## src/rtl/qspi_read_arbiter.sv

```systemverilog
`default_nettype none
// ============================================================================
// qspi_read_arbiter : round-robin fetch/load arbiter sequencing qspi_core reads
// Revision 1.0
// ============================================================================
module qspi_read_arbiter #(
  parameter logic [7:0] READ_CMD  = 8'h03,
  parameter int         ADDR_BITS = 24,
  parameter int         RD_BITS   = 32,
  parameter int         DUMMY_CYC = 0,
  parameter bit         LSB_FIRST = 1'b0,
  parameter int         TIMEOUT   = 1024
) (
  input  logic        clk_i,
  input  logic        rst_i,
  input  logic        i_req_i,
  input  logic [23:0] i_addr_i,
  output logic        i_gnt_o,
  output logic        i_rvalid_o,
  output logic [31:0] i_rdata_o,
  output logic        i_err_o,
  input  logic        d_req_i,
  input  logic [23:0] d_addr_i,
  output logic        d_gnt_o,
  output logic        d_rvalid_o,
  output logic [31:0] d_rdata_o,
  output logic        d_err_o,
  output logic        core_we_o,
  output logic        core_re_o,
  output logic [3:0]  core_be_o,
  output logic [23:0] core_addr_o,
  output logic [31:0] core_wdata_o,
  input  logic [31:0] core_rdata_i,
  input  logic        core_intr_rx_i,
  output logic        busy_o
);

  localparam int CNT_W = (TIMEOUT > 2) ? $clog2(TIMEOUT) : 1;
  localparam logic [CNT_W-1:0] c_cnt_last = CNT_W'(TIMEOUT - 1);

  localparam logic [31:0] c_start_word =
      (32'(ADDR_BITS) & 32'h3F)
    | ((32'(RD_BITS) & 32'h3F) << 6)
    | 32'h0000_8000
    | (32'(LSB_FIRST) << 17)
    | ((32'(DUMMY_CYC) & 32'h1F) << 18)
    | 32'h0080_0000;
  // Forces the core back to idle and clears its stop latch.
  localparam logic [31:0] c_clr_word = 32'h0100_8000;

  typedef enum logic [2:0] {
    S_IDLE = 3'd0,
    S_CMD  = 3'd1,
    S_DATA = 3'd2,
    S_CTRL = 3'd3,
    S_WAIT = 3'd4,
    S_CLR  = 3'd5
  } state_t;

  state_t            r_state;
  logic              r_last_d;
  logic              r_port_d;
  logic [23:0]       r_addr;
  logic [CNT_W-1:0]  r_cnt;
  logic              r_core_we;
  logic [23:0]       r_core_addr;
  logic [31:0]       r_core_wdata;
  logic              r_i_rvalid;
  logic              r_d_rvalid;
  logic [31:0]       r_i_rdata;
  logic [31:0]       r_d_rdata;
  logic              r_i_err;
  logic              r_d_err;

  logic w_any;
  logic w_pick_d;
  logic w_arb;
  logic w_done;

  assign w_any    = i_req_i | d_req_i;
  // d wins when it is alone, or when both wait and i was served last.
  assign w_pick_d = d_req_i & (~i_req_i | ~r_last_d);
  assign w_arb    = (r_state == S_IDLE) & ~rst_i;
  assign w_done   = core_intr_rx_i | (r_cnt == c_cnt_last);

  assign i_gnt_o      = w_arb & w_any & ~w_pick_d;
  assign d_gnt_o      = w_arb & w_pick_d;
  assign i_rvalid_o   = r_i_rvalid;
  assign d_rvalid_o   = r_d_rvalid;
  assign i_rdata_o    = r_i_rdata;
  assign d_rdata_o    = r_d_rdata;
  assign i_err_o      = r_i_err;
  assign d_err_o      = r_d_err;
  assign core_we_o    = r_core_we;
  assign core_re_o    = 1'b0;
  assign core_be_o    = 4'hF;
  assign core_addr_o  = r_core_addr;
  assign core_wdata_o = r_core_wdata;
  assign busy_o       = (r_state != S_IDLE);

  // Bus outputs are loaded on entry to a state, so each state's write is visible during it.
  always_ff @(posedge clk_i) begin
    if (rst_i) begin
      r_state      <= S_IDLE;
      r_last_d     <= 1'b1;
      r_port_d     <= 1'b0;
      r_addr       <= '0;
      r_cnt        <= '0;
      r_core_we    <= 1'b0;
      r_core_addr  <= '0;
      r_core_wdata <= '0;
      r_i_rvalid   <= 1'b0;
      r_d_rvalid   <= 1'b0;
      r_i_rdata    <= '0;
      r_d_rdata    <= '0;
      r_i_err      <= 1'b0;
      r_d_err      <= 1'b0;
    end else begin
      r_core_we    <= 1'b0;
      r_core_addr  <= '0;
      r_core_wdata <= '0;
      r_i_rvalid   <= 1'b0;
      r_d_rvalid   <= 1'b0;
      case (r_state)
        S_IDLE: begin
          if (w_any) begin
            r_port_d     <= w_pick_d;
            r_last_d     <= w_pick_d;
            r_addr       <= w_pick_d ? d_addr_i : i_addr_i;
            r_core_we    <= 1'b1;
            r_core_addr  <= 24'd4;
            r_core_wdata <= {24'h0, READ_CMD};
            r_state      <= S_CMD;
          end
        end
        S_CMD: begin
          r_core_we    <= 1'b1;
          r_core_addr  <= 24'd8;
          r_core_wdata <= {8'h00, r_addr};
          r_state      <= S_DATA;
        end
        S_DATA: begin
          r_core_we    <= 1'b1;
          r_core_addr  <= 24'd0;
          r_core_wdata <= c_start_word;
          r_state      <= S_CTRL;
        end
        S_CTRL: begin
          r_cnt   <= '0;
          r_state <= S_WAIT;
        end
        S_WAIT: begin
          r_cnt <= r_cnt + CNT_W'(1);
          if (w_done) begin
            r_core_we    <= 1'b1;
            r_core_wdata <= c_clr_word;
            r_state      <= S_CLR;
            // The receive pulse takes priority over a coincident timeout.
            if (r_port_d) begin
              r_d_rvalid <= 1'b1;
              r_d_rdata  <= core_intr_rx_i ? core_rdata_i : 32'h0;
              r_d_err    <= ~core_intr_rx_i;
            end else begin
              r_i_rvalid <= 1'b1;
              r_i_rdata  <= core_intr_rx_i ? core_rdata_i : 32'h0;
              r_i_err    <= ~core_intr_rx_i;
            end
          end
        end
        S_CLR: begin
          r_state <= S_IDLE;
        end
        default: begin
          r_state <= S_IDLE;
        end
      endcase
    end
  end

endmodule
`default_nettype wire

```

## config.mk

```make
export PLATFORM = sky130hd
export DESIGN_NAME = qspi_read_arbiter
export DESIGN_NICKNAME = d
export VERILOG_FILES = /design/src/rtl/qspi_read_arbiter.sv
export SDC_FILE = /design/constraint.sdc
export NUM_CORES = 1
export LEC_CHECK = 0
export BUFFER_PORTS_ARGS = -buffer_cell sky130_fd_sc_hd__buf_4
export CAP_MARGIN = 20
export CORE_ASPECT_RATIO = 0.9
export CORE_MARGIN = 2
export CORE_UTILIZATION = 50
export CTS_BUF_LIST = sky130_fd_sc_hd__clkbuf_4
export DETAILED_ROUTE_END_ITERATION = 12
export PLACE_DENSITY = 0.82
export SLEW_MARGIN = 20
export SYNTH_ARGS = -nofsm -noshare
export SYNTH_HDL_FRONTEND = slang
export SYNTH_SLANG_ARGS = --single-unit
```

## constraint.sdc

```tcl
create_clock -name clk_i -period 2.4 [get_ports clk_i]
set_input_delay 0.72 -clock clk_i [delete_from_list [all_inputs] [get_ports clk_i]]
set_output_delay 0.72 -clock clk_i [all_outputs]
set_load 0.02 [all_outputs]
```

**Word-level counts from Yosys, hierarchy flattened**

Cells that the tools add are included.

- Add/subtract/negate cells: 1
- Equal/unequal tests: 7
- Muxes and demuxes: 16
- Bitwise gates (word level): 16
- Reductions and logical operators: 9

Operators with widths:

| kind | count |
|---|---|
| $pmux W25 S4 | 1 |
| $mux W32 | 1 |
| $mux W25 | 1 |
| $mux W24 | 1 |
| $pmux W10 S2 | 1 |
| $pmux W3 S5 | 1 |
| $add A10 B1 Y10 const B | 1 |
| $eq A10 B10 Y1 const B | 1 |
| $mux W3 | 3 |
| $not A1 Y1 | 8 |
| $pmux W4 S2 | 1 |
| $eq A3 B2 Y1 const B | 2 |
| $reduce_and A3 Y1 | 2 |
| $and A1 B1 Y1 | 5 |
| $mux W1 | 4 |
| $ne A2 B2 Y1 const B | 2 |
| $reduce_and A2 Y1 | 2 |
| $eq A3 B1 Y1 const B | 1 |
| $eq A3 B3 Y1 const B | 1 |
| $logic_not A3 Y1 | 1 |
| $or A1 B1 Y1 | 3 |
| $pmux W1 S3 | 1 |
| $reduce_bool A3 Y1 | 1 |
| $reduce_or A3 Y1 | 1 |
| 3 further kinds | 3 |

- Register bits: 164
- Output and inout bits: 133
- Logic and storage cells: 63

**Depth between registers and ports, before layout**

- Depth after elaboration: 5
- Depth in mapped cells: 6
- Depth with buffers taken out: 5

**Worst setup path after synthesis**

Ideal clock, no wire load.

- Path kind: input to output
- Start point: in d_req_i
- End point: out d_gnt_o
- Data arrival time: 1,708 ps
- Setup slack: -28 ps
- Cell stages on the path: 5
- Buffers on the path: 2
- Cells stage by stage: a21boi_0 buf_4 buf_2 nand2_1 nor2_1

- Cells in the longest elaborated chain, start to end: 2

Ends and longest elaborated chain:

| what | RTL line | RTL |
|---|---|---|
| start, declared | 22 | `input logic d_req_i,` |
| $and A1 B1 Y1 | 82 | `assign w_pick_d = d_req_i & (~i_req_i \| ~r_last_d);` |
| $and A1 B1 Y1 | 87 | `assign d_gnt_o = w_arb & w_pick_d;` |
| end, declared | 24 | `output logic d_gnt_o,` |

No other way between the ends.

**Worst setup path after layout**

- Start point: reg r_state[2]
- End point: out d_gnt_o

- Cells in the longest elaborated chain, start to end: 3

Ends and longest elaborated chain:

| what | RTL line | RTL |
|---|---|---|
| start, declared | 60 | `state_t r_state;` |
| start signal, assigned | 104 | `r_state <= S_IDLE;` |
| start signal, assigned | 133 | `r_state <= S_CMD;` |
| start signal, assigned | 140 | `r_state <= S_DATA;` |
| $logic_not A3 Y1 | 83 | `assign w_arb = (r_state == S_IDLE) & ~rst_i;` |
| $and A1 B1 Y1 | 83 |  |
| $and A1 B1 Y1 | 87 |  |

No other way between the ends.

==> impl_metrics.env <==
export IMPL_status="finished clean"
export IMPL_yosys_warnings=0
export IMPL_seqCellArea_sq_um=2704
export IMPL_antenna_found_initial=0
export IMPL_multi_input_area_sq_um=2594
export IMPL_static_leakage_power_nw=3.067
export IMPL_critPathMaxStageDelay_ns=0.36
export IMPL_slowest_stage="dfxtp_1"
export IMPL_critPathTopFamily="simple AND/OR/NAND/NOR gates"
export IMPL_synth_edf_count=0
export IMPL_die_x_um=115.6
export IMPL_slew_headroom_pct=59.56
export IMPL_nNetsFinal=832
export IMPL_synthCells=568
export IMPL_synthTopCellsByCount="135 x dfxtp_1, 88 x mux2i_1, 68 x nand2b_1"
export IMPL_power_w=0.004660
export IMPL_netSwitchingFraction_pct=25.78
export IMPL_crit_top_cell="buf_4"
export IMPL_fin_crit_sh_pct=95.11
export IMPL_ys_seq_area_share_pct=48.23
export IMPL_io_buffer_count=183
export IMPL_grt_usage_pct=23.29
export IMPL_syn_cell_area_sq_um=5604
export IMPL_remaining_drc_errors=0
export IMPL_drt_iter0_drc=346
export IMPL_p_seq_share_pct=51.1
export IMPL_post_place_cells=878
export IMPL_maxSlewViolCount=0
export IMPL_p_clk_share_pct=34.7
export IMPL_rsz0062_at_grt="no"
export IMPL_gp_congestion=0.8486
export IMPL_cp_required_ns=1.68
export IMPL_skew_ns=0.01511
export IMPL_area_delta_synth_final_pct=30.90
export IMPL_die_h_um=104.4
export IMPL_diodes=0
export IMPL_hpwl_mm=9.927
export IMPL_cts_buffer_depth=2
export IMPL_cp_arrival_ns=1.56
export IMPL_clock_sinks=135
export IMPL_ioPinCount=218
export IMPL_final_util_pct=67.58
export IMPL_synthTopCellsByArea="dfxtp_1 48%, mux2i_1 16%, nand2b_1 7.6%"
export IMPL_cellPowerDensity_nw_per_um2=635.2
export IMPL_start_kind="flop"
export IMPL_cts_buffers_inserted=17
export IMPL_layout_cells_non_filler=908
export IMPL_synthSimpleGateAreaFrac_pct=19.22
export IMPL_tightest_slew_ns=0.6066
export IMPL_grt_pass1_vias=4464
export IMPL_ant_nets=0
export IMPL_synth_async_reset_ratio_pct=0
export IMPL_clkTransAtPathRegs_ns=0.12
export IMPL_clk_latency_ns=0.53
export IMPL_synth_compound_area_share_pct=8.149
export IMPL_hp_class="input port to flop"
export IMPL_grt_pass1_wl_mm=22.01
export IMPL_synth_main_ff_cell="dfxtp_1"
export IMPL_critPathBufInv=2
export IMPL_p_int_w=0.003458
export IMPL_synth_top_cell_by_area="dfxtp_1"
export IMPL_core_sq_um=10860
export IMPL_start_util_pct=51.63
export IMPL_synth_top_family_by_area="simple AND/OR/NAND/NOR gates"
export IMPL_die_area_sq_um=12070
export IMPL_drive_gt1_share_pct=31.88
export IMPL_timing_setup_tns_ns=0
export IMPL_root_buffer="clkbuf_4"
export IMPL_vias=4566
export IMPL_ctsHoldBuffers=0
export IMPL_routed_wl_mm=13.87
export IMPL_crit_path_end_kind="output pin"
export IMPL_syn_area_per_cell_sq_um=9.866
export IMPL_synth_mux_area_share_pct=15.72
export IMPL_first_pass_iters=4
export IMPL_crit_fanout=3
export IMPL_yosysMostFrequentCell="dfxtp_1"
export IMPL_vias_per_cell=5.029
export IMPL_fmax_ghz=0.4381
export IMPL_fillCellCount=821
export IMPL_gr_total_overflow=0
export IMPL_wire_per_inst_um=15.28
export IMPL_synth_adder_area_share_pct=0.2233
export IMPL_tritoncts="yes"
export IMPL_synthDistinctLibCells=44
export IMPL_path_cells="nor3_4 > buf_4 > nand2_1 > nor2_2 > buf_4"
export IMPL_combPwrFrac_pct=14.2
export IMPL_synth_seq_cells=135
export IMPL_worst_ir_drop_vdd_mv=0.3543
export IMPL_grt_max_degree=76
export IMPL_htreeDepth=4
export IMPL_synth_xor_area_share_pct=0
export IMPL_synth_top_area_share_pct=48.23
export IMPL_max_cap_violations=0
export IMPL_num_rows=36
export IMPL_fin_crit_ns=2.283
export IMPL_switchingPower_w=0.001201
export IMPL_finalSetupViolCount=0
export IMPL_final_hold_viol_count=0
export IMPL_worstSetupPathType="flop to output pin"
==> per-stage QoR <==
| step | hold WS [ns] | area, sq um | worst slack, ns |
|---|---|---|---|
| final | 0.4558 | 7336 | 0.1173 |
| after CTS | 0.4128 | 7321 | 0.06320 |
| after global placement | 0.4363 | 7018 | 0.3242 |
| after global routing | 0.4080 | 7336 | 0.02715 |
| after floorplan | 0.4305 | 5732 | 0.03642 |
| after detailed placement | 0.4419 | 7018 | 0.2837 |
==> repair_timing <==
item,in CTS,in global routing
pin swaps,0,1
setup buffers,0,1
endpoints found under the setup margin,1,2
gates resized for setup,1,3
==> tightest hold or removal path, cell delays in order <==
cell	delay (ns)
buf_4	0.10
nand2_1	0.06
mux2i_1	0.06
==> routing by layer <==
| layer | GRT usage [%] | vias up | wire length [um] |
|---|---|---|---|
| met4 | 8.950 | 0 | 350 |
| met5 | 0 | - | 0 |
| li1 | - | 2223 | - |
| met1 | 26.51 | 2145 | 5567 |
| met2 | 40.35 | 168 | 7067 |
| met3 | 7.168 | 30 | 889 |
==> area by class of cell <==
cell class | count | area share (%)
Clock buffer | 19 | 1.944
Clock inverter | 10 | 2.115
Inverter | 3 | 0.1535
Multi-Input combinational cell | 389 | 35.36
Sequential cell | 135 | 36.86
Tap cell | 152 | 2.593
Timing Repair Buffer | 200 | 20.98
==> cells in the final DEF (no fill, tap or decap), types with 3 or more instances in the layout <==
master,count
buf_4,197
dfxtp_1,134
mux2i_1,88
nand2b_1,68
nand2_1,42
nor2_1,36
conb_1,34
a211oi_1,24
a21oi_1,19
clkbuf_4,19
and2_1,18
o21ai_0,7
nor3_1,5
a311oi_1,4
bufinv_16,4
nor3_4,3
inv_1,3
and4_1,3
nand3b_1,3
nand4_1,3
nand3_1,3
clkinv_2,3
buf_12,3
==> cells by family after synthesis <==
family,after synthesis
AOI/OAI and AO/OA,67
DFF,135
muxes,88
adders and majority gates,1
other,2
buffers and inverters,76
and+or+nand+nor,199
==> sequential cells by signal, indices dropped and copies added (netlist names), 2 cells and up <==
register and count:
i_rdata_o 32, core_addr_o 2, r_addr 24, core_wdata_o 25
d_rdata_o 32, r_state 3, r_cnt 10
==> path summary, 6_finish.rpt <==
path / from / to / slack (ns) / cells past startpoint
worst max-delay path: r_state[2] / d_gnt_o / 0.12 / 5
worst min-delay path: core_rdata_i[24] / i_rdata_o[24] / 0.46 / 3
worst max register to register: r_state[2] / d_rdata_o[0] / 0.47 / 5
worst min register to register: r_addr[9] / core_wdata_o[9] / 0.46 / 1
==> power groups by stage <==
stage	registers, W	clock network, W	logic, W
5_1_grt	0.00240	0.00175	0.000714
2_1_floorplan	0.00246	0	0.000395
4_1_cts	0.00238	0.00165	0.000651
6_report	0.00238	0.00162	0.000661
3_5_place_dp	0.00243	0	0.000647
3_3_place_gp	0.00243	0	0.000626
No activity file was read; power rests on OpenSTA's default activity.
